### src/rtl/intr_ctrl.sv
// intr_ctrl: edge-triggered interrupt controller with an MMIO register
// block (PEND, EN, CUR, ACK) and a one-at-a-time pulse/acknowledge FSM.
//
// Ports:
//   CLK         clock; all state changes on its rising edge
//   RST         asynchronous active-high reset
//   SRC_IN      interrupt request levels, synchronous to CLK
//   IOBUS_ADDR  CPU MMIO address
//   IOBUS_OUT   CPU write data
//   IOBUS_WR    CPU write strobe (one cycle)
//   RD_DATA     read data for the IOBUS_IN mux (0 when not hit)
//   RD_HIT      IOBUS_ADDR lies in BASE_AD..BASE_AD+12
//   INTR        interrupt request pulse to the CPU
//
// Register map (offsets from BASE_AD):
//   +0  PEND  read, write-1-to-clear
//   +4  EN    read/write
//   +8  CUR   read only: bit 31 busy, bits 2:0 current id
//   +12 ACK   write only: IOBUS_OUT[2:0] = id being acknowledged
module intr_ctrl #(
    parameter int          N_SRC     = 4,
    parameter logic [31:0] BASE_AD   = 32'h11000080,
    parameter int          PULSE_CYC = 2
) (
    input  logic             CLK,
    input  logic             RST,
    input  logic [N_SRC-1:0] SRC_IN,
    input  logic [31:0]      IOBUS_ADDR,
    input  logic [31:0]      IOBUS_OUT,
    input  logic             IOBUS_WR,
    output logic [31:0]      RD_DATA,
    output logic             RD_HIT,
    output logic             INTR
);

    typedef enum logic [1:0] {
        ST_IDLE,
        ST_ASSERT,
        ST_WAIT_ACK
    } state_t;

    state_t           r_state;
    logic [2:0]       r_id;
    logic [3:0]       r_cnt;
    logic             r_intr;
    logic [N_SRC-1:0] r_pend;
    logic [N_SRC-1:0] r_en;
    logic [N_SRC-1:0] r_src_q;
    logic             r_armed;

    logic [31:0]      w_off;
    logic             w_hit;
    logic             w_sel_pend;
    logic             w_sel_en;
    logic             w_sel_cur;
    logic             w_sel_ack;
    logic             w_busy;
    logic             w_ack_ok;
    logic [N_SRC-1:0] w_req;
    logic [N_SRC-1:0] w_rise;
    logic [N_SRC-1:0] w_ack_mask;
    logic [N_SRC-1:0] w_clr;
    logic [2:0]       w_next_id;
    logic [31:0]      w_rd;
    logic             w_unused_bits;

    // Offset arithmetic keeps the hit test safe against address wrap.
    assign w_off      = IOBUS_ADDR - BASE_AD;
    assign w_hit      = (w_off <= 32'd12);
    assign w_sel_pend = (w_off == 32'd0);
    assign w_sel_en   = (w_off == 32'd4);
    assign w_sel_cur  = (w_off == 32'd8);
    assign w_sel_ack  = (w_off == 32'd12);

    assign w_busy   = (r_state != ST_IDLE);
    assign w_req    = r_pend & r_en;
    assign w_ack_ok = IOBUS_WR && w_sel_ack
                   && (r_state == ST_WAIT_ACK)
                   && (IOBUS_OUT[2:0] == r_id);

    // The first edge after reset only reloads src_q, so a level held
    // high across reset release is never mistaken for a new request.
    assign w_rise = r_armed ? (SRC_IN & ~r_src_q) : '0;

    assign w_unused_bits = ^IOBUS_OUT[31:N_SRC];

    // Lowest index wins: scan downward so the last hit is the lowest.
    always_comb begin
        w_next_id = '0;
        for (int i = N_SRC - 1; i >= 0; i--) begin
            if (w_req[i]) begin
                w_next_id = 3'(i);
            end
        end
    end

    always_comb begin
        w_ack_mask = '0;
        for (int i = 0; i < N_SRC; i++) begin
            if (r_id == 3'(i)) begin
                w_ack_mask[i] = w_ack_ok;
            end
        end
    end

    assign w_clr = ((IOBUS_WR && w_sel_pend) ? IOBUS_OUT[N_SRC-1:0] : '0)
                 | w_ack_mask;

    always_comb begin
        w_rd = '0;
        unique case (1'b1)
            w_sel_pend: w_rd[N_SRC-1:0] = r_pend;
            w_sel_en:   w_rd[N_SRC-1:0] = r_en;
            w_sel_cur: begin
                w_rd[31]  = w_busy;
                w_rd[2:0] = r_id;
            end
            default: w_rd = '0;
        endcase
    end

    assign RD_HIT  = w_hit;
    assign RD_DATA = w_rd;
    assign INTR    = r_intr;

    // A new edge wins over a clear of the same bit in the same cycle.
    always_ff @(posedge CLK or posedge RST) begin
        if (RST) begin
            r_pend  <= '0;
            r_en    <= '0;
            r_src_q <= '0;
            r_armed <= 1'b0;
        end else begin
            r_src_q <= SRC_IN;
            r_armed <= 1'b1;
            r_pend  <= (r_pend & ~w_clr) | w_rise;
            if (IOBUS_WR && w_sel_en) begin
                r_en <= IOBUS_OUT[N_SRC-1:0];
            end
        end
    end

    always_ff @(posedge CLK or posedge RST) begin
        if (RST) begin
            r_state <= ST_IDLE;
            r_id    <= '0;
            r_cnt   <= '0;
            r_intr  <= 1'b0;
        end else begin
            unique case (r_state)
                ST_IDLE: begin
                    if (|w_req) begin
                        r_id    <= w_next_id;
                        r_cnt   <= 4'(PULSE_CYC);
                        r_intr  <= 1'b1;
                        r_state <= ST_ASSERT;
                    end
                end
                ST_ASSERT: begin
                    if (r_cnt <= 4'd1) begin
                        r_cnt   <= '0;
                        r_intr  <= 1'b0;
                        r_state <= ST_WAIT_ACK;
                    end else begin
                        r_cnt <= r_cnt - 4'd1;
                    end
                end
                ST_WAIT_ACK: begin
                    if (w_ack_ok) begin
                        r_id    <= '0;
                        r_state <= ST_IDLE;
                    end
                end
                default: begin
                    r_intr  <= 1'b0;
                    r_state <= ST_IDLE;
                end
            endcase
        end
    end

endmodule

### config.mk
export PLATFORM = sky130hd
export DESIGN_NAME = intr_ctrl
export DESIGN_NICKNAME = d
export VERILOG_FILES = /design/src/rtl/intr_ctrl.sv
export SDC_FILE = /design/constraint.sdc
export NUM_CORES = 1
export LEC_CHECK = 0
export ABC_AREA = 1
export CAP_MARGIN = 5
export CORE_UTILIZATION = 25
export CTS_CLUSTER_DIAMETER = 30
export DETAILED_ROUTE_END_ITERATION = 10
export PLACE_DENSITY_LB_ADDON = 0.08
export SETUP_SLACK_MARGIN = 0.2
export SLEW_MARGIN = 0
export SYNTH_ARGS = -nofsm -noshare
export SYNTH_HDL_FRONTEND = slang
export SYNTH_SLANG_ARGS = --single-unit
### constraint.sdc
create_clock -name CLK -period 11.18 [get_ports CLK]
set_clock_uncertainty 0.2 [all_clocks]
set_input_delay 3.354 -clock CLK [delete_from_list [all_inputs] [get_ports CLK]]
set_output_delay 3.354 -clock CLK [all_outputs]
set_load 0.05 [all_outputs]
# Word-level counts from Yosys, hierarchy flattened
# Index checks and enable logic that the tools add are counted.
word_totals:
  regBits: 23
  in_bits: 71
  out_inout_bits: 34
  elab_cells: 74
classes:
  n_reduce_logical: 16
  order_cmp: 2
  addsub: 2
  muxes: 26
  n_eq_ne: 12
  bitwise_logic: 8
op_table:
  columns: ["op", "n"]
  rows:
  - ["== test 32 x 4 -> 1 bit (second input constant)", 2]
  - ["== test 32 x 3 -> 1 bit (second input constant)", 1]
  - ["less-or-equal comparator 32 x 4 -> 1 bit (second input constant)", 1]
  - ["logical NOT 32 bit", 1]
  - ["subtractor 32 x 29 -> 32 bit (second input constant)", 1]
  - ["2-to-1 mux 4 bit", 4]
  - ["2-to-1 mux 2 bit", 7]
  - ["AND 4 bit", 3]
  - ["case mux 3 bit (3 select lines)", 1]
  - ["AND reduction 3 bit", 3]
  - ["NOT 4 bit", 2]
  - ["bitwise OR 4 bit", 2]
  - ["case mux 4 bit (2 select lines)", 1]
  - ["2-to-1 mux 1 bit", 7]
  - ["== test 3 x 2 -> 1 bit (second input constant)", 2]
  - ["2-to-1 mux 3 bit", 2]
  - ["inequality test 2 bit (second input constant)", 3]
  - ["case mux 2 bit (3 select lines)", 1]
  - ["case mux 3 bit (2 select lines)", 1]
  - ["nonzero test 2 bit", 3]
  - ["logical AND 1 bit", 5]
  - ["less-or-equal comparator 4 x 1 -> 1 bit (second input constant)", 1]
  - ["OR reduction 4 bit", 1]
  - ["subtractor 4 x 1 -> 4 bit (second input constant)", 1]
  - ["10 further kinds", 10]

# Logic depth before layout (Yosys ltp)
logic_depth:
  word_depth: 10
  ltp_mapped: 17

# Worst setup path before layout
# No wires, ideal clock.
synth_timing:
  path_kind: "in2out"
  start: "in IOBUS_ADDR[8]"
  end: "out RD_HIT"
  stages: 12
  required_time_ps: 7626
  t_arrival_ps: 5953
  slack_ps: 1673
  path_cell_list: "inv_1 ha_1 nand2_2 nor2_8 inv_2 nand3_1 nand3_1 nand2_1 nand3_2 nor2_4 inv_2 nor4_1"
synth_between:
  elab_chain_len: 2
synth_rtl:
  columns: ["item", "line_no", "source"]
  rows:
  - ["start: declaration", "28", "input logic [31:0] IOBUS_ADDR,"]
  - ["subtractor 32 x 29 -> 32 bit", "68", "assign w_off = IOBUS_ADDR - BASE_AD;"]
  - ["less-or-equal comparator 32 x 4 -> 1 bit", "69", "assign w_hit = (w_off <= 32'd12);"]
  - ["end: declaration", "32", "output logic RD_HIT,"]
# Every way passes these cells.

# Worst setup path after layout
layout_timing:
  start: "in IOBUS_ADDR[9]"
  end: "out RD_DATA[0]"
layout_between:
  elab_chain_len: 3
  elab_cells_between_ends: 5
layout_rtl:
  columns: ["item", "line_no", "source"]
  rows:
  - ["subtractor 32 x 29 -> 32 bit (*)", "68", null]
  - ["== test 32 x 4 -> 1 bit (tied with other cells)", "72", "assign w_sel_cur = (w_off == 32'd8);"]
  - ["case mux 3 bit (3 select lines) (*)", "111", "unique case (1'b1)"]
  - ["end: declaration", "31", "output logic [31:0] RD_DATA,"]
# Every way passes the cells marked *; elsewhere a longest branch is shown, timed or not.

==> flow_summary.yaml <==
outcome:
  outcome: "complete, no violations"
critical_path:
  cp-start-kind: "input pin"
  crit_required_ns: 7.63
  endpoint_kind: "primary output"
  cp_max_fo: 9
  r2r-start: "r_cnt[0]"
  critical_path_class: "in -> out"
  rrSetupSlack_ns: 8.72
  r2r_cells: 14
  arrival_ns: 6.62
  timing.rr.end: "r_cnt[2]"
clock_tree:
  cts_sinks: 22
  worst_skew_pair.late_latency_ns: 0.26
  cts_buffers: 3
  path_clk_slew_ns: 0.07
  ctsHoldBuffers: 0
  cts_tree: "yes"
  post_cts_buffers: 0
  htree_num_levels: 1
  cts_buffer_depth: 2
  cts_resized: 0
  root_buffer: "clkbuf_8"
pwr:
  max-vdd-ir-drop_mv: 0.0335
  powerDensity_mw_per_mm2: 65.2
  power_leakage_nw: 1.47
placed_design:
  place_congestion: 0.797
  io_buffer_count: 49
  place_hpwl_um: 5140
  placedCellCount: 563
timing:
  worstMarginPinSlew_ns: 0.879
  fin_setup_tns_ns: 0
  hold_viol: 0
  fmax_ghz: 0.0983
  fin_crit_ns: 10.17
  setup_viol: 0
  finalCritPeriodShare_pct: 91.0
  relSlewSlack_pct: 41.3
  holdWs_ns: 0.284
  drv_slew: 0
  rsz0062_at_grt: "false"
floorplanning:
  die_w_um: 99.7
  start_util_pct: 25.8
  pin_count: 105
  coreArea_mm2: 0.00924
  dieArea_mm2: 0.00995
  die_y_um: 99.7
  placementRows: 35
flow_run:
  maxCapViolCount: 0
grt:
  antenna_found_initial: 0
  grt_use_total_pct: 12.9
  grt_overflow: 0
  grt_pass1_wl_um: 10300
  grt_start_max_net_pins: 23
  grt_pass1_vias: 2234
synth:
  synth_area_leader_cell: "dfrtp_1"
  syn_area_mm2: 0.00239
  yosysUniqueCellTypes: 33
  netlist_instances: 388
  synth.area.top_cells: "dfrtp_1 23%, nand2_1 17%, buf_4 8.5%"
  avgSynthCellArea_um2: 6.16
  synth_top_area_share_pct: 23.0
  ys_ff_latch: 22
  yosys_warnings: 0
  ys_seq_area_share_pct: 23.0
finish:
  layout_common_cells: "109 x nand2_1, 52 x inv_1, 49 x clkdlybuf4s50_1, 44 x nor2_1, 34 x nand3_1"
  drive_above_1_share_pct: 9.38
  area_growth_pct: 24.5
  instances_no_fill: 566
  layout_commonest_cell: "nand2_1"
  fillerInstances: 1043
  diodes: 0
  finish.net_count: 513
  seq_area_um2: 551
  multi_input_area_mm2: 0.00150
drt:
  routedWlPerCell_um: 10.7
  viasPerCell: 4.22
  drt_wl_total_um: 6050
  drc: 0
  drtIter0Drc: 68
  antenna_left: 0
  firstDrtPassIters: 6
  vias: 2387
min_path:
  min_from: "INTR"
  hold_class: "reg -> reg"
  hold_depth: 2
  min_to: "INTR"
## stage by stage
step                worst slack [ns]  util (%)  power [W]  cell area (µm²)
detailed placement             0.986      31.7   0.000149             2930
global route                   0.778      32.2   0.000209             2970
CTS                            0.979      32.2   0.000199             2970
floorplan                       1.67         -   0.000131             2490
global placement               0.975      31.7   0.000149             2930
finish                          1.01      32.2   0.000194             2970
## worst max path at each step
stage,start,cells after the start,end,slack [ns]
4_1_cts,IOBUS_ADDR[9],15,RD_DATA[0],0.98
5_1_grt,IOBUS_ADDR[9],15,RD_DATA[0],0.78
3_3_place_gp,IOBUS_ADDR[9],15,RD_DATA[0],0.97
2_1_floorplan,IOBUS_ADDR[8],12,RD_HIT,1.67
6_report,IOBUS_ADDR[9],15,RD_DATA[0],1.01
3_5_place_dp,IOBUS_ADDR[9],15,RD_DATA[0],0.99
## synthesized netlist by cell type, drive strengths merged
library cell / count
or2: 2
o21ai: 8
buf: 27
nor3: 7
nand3b: 5
nor4: 2
and3: 3
nor2: 61
a21oi: 9
xnor2: 1
conb: 2
nand4: 15
o221ai: 1
dfrtp: 22
nand3: 39
xor2: 5
clkbuf: 3
inv: 58
ha: 3
nand2: 114
nor3b: 1
## cells by family after synthesis
family	count (synthesis)	synth area share, %
simple gates	249	50.9
xor+xnor	6	2.20
fa+ha+maj	3	1.57
compound gates	18	3.93
other cells	2	0.314
flops	22	23.0
buf+inv	88	18.1
## sequential cells by signal (all words and copies together) (netlist names)
register	count
r_pend	4
r_id	2
r_en	4
r_src_q	4
r_state	2
INTR	1
r_armed	1
r_cnt	4
## metal layers
metal / wire [µm] / GRT usage (%) / vias up / share of wire (%)
li1: - / - / 1270 / -
met1: 3040 / 17.9 / 1049 / 50
met2: 2780 / 21.6 / 66 / 46
met3: 227 / 2.04 / 2 / 3.7
met4: 15 / 1.36 / 0 / 0.25
met5: 0 / 0 / - / 0
## final cells by class
type	count	area share (%)
multi-input cells	304	50.6
flip-flops and latches	22	18.5
inverters	58	7.32
repair buffers	50	16.8
clock buffers	3	1.39
well taps	129	5.43
## power by group
group          internal [W]  switching (W)  total (W)
combinational     0.0000211      0.0000446  0.0000657
sequential        0.0000805    0.000000379  0.0000808
clock             0.0000240      0.0000235  0.0000475
total              0.000126      0.0000684   0.000194
## worst max-delay path: stages
cell and delay (ns):
clkdlybuf4s50_1 0.46, inv_1 0.13, nand3_2 0.13, nor2_1 0.30, nand3_1 0.12, nand2_1 0.10, nand2_1 0.07, xor2_1 0.15
nand2_1 0.10, nor2_4 0.18, inv_2 0.10, nor3_4 0.41, nand2_1 0.09, nand3_1 0.11, clkdlybuf4s50_1 0.80
Power figures use the tool's default switching activity.
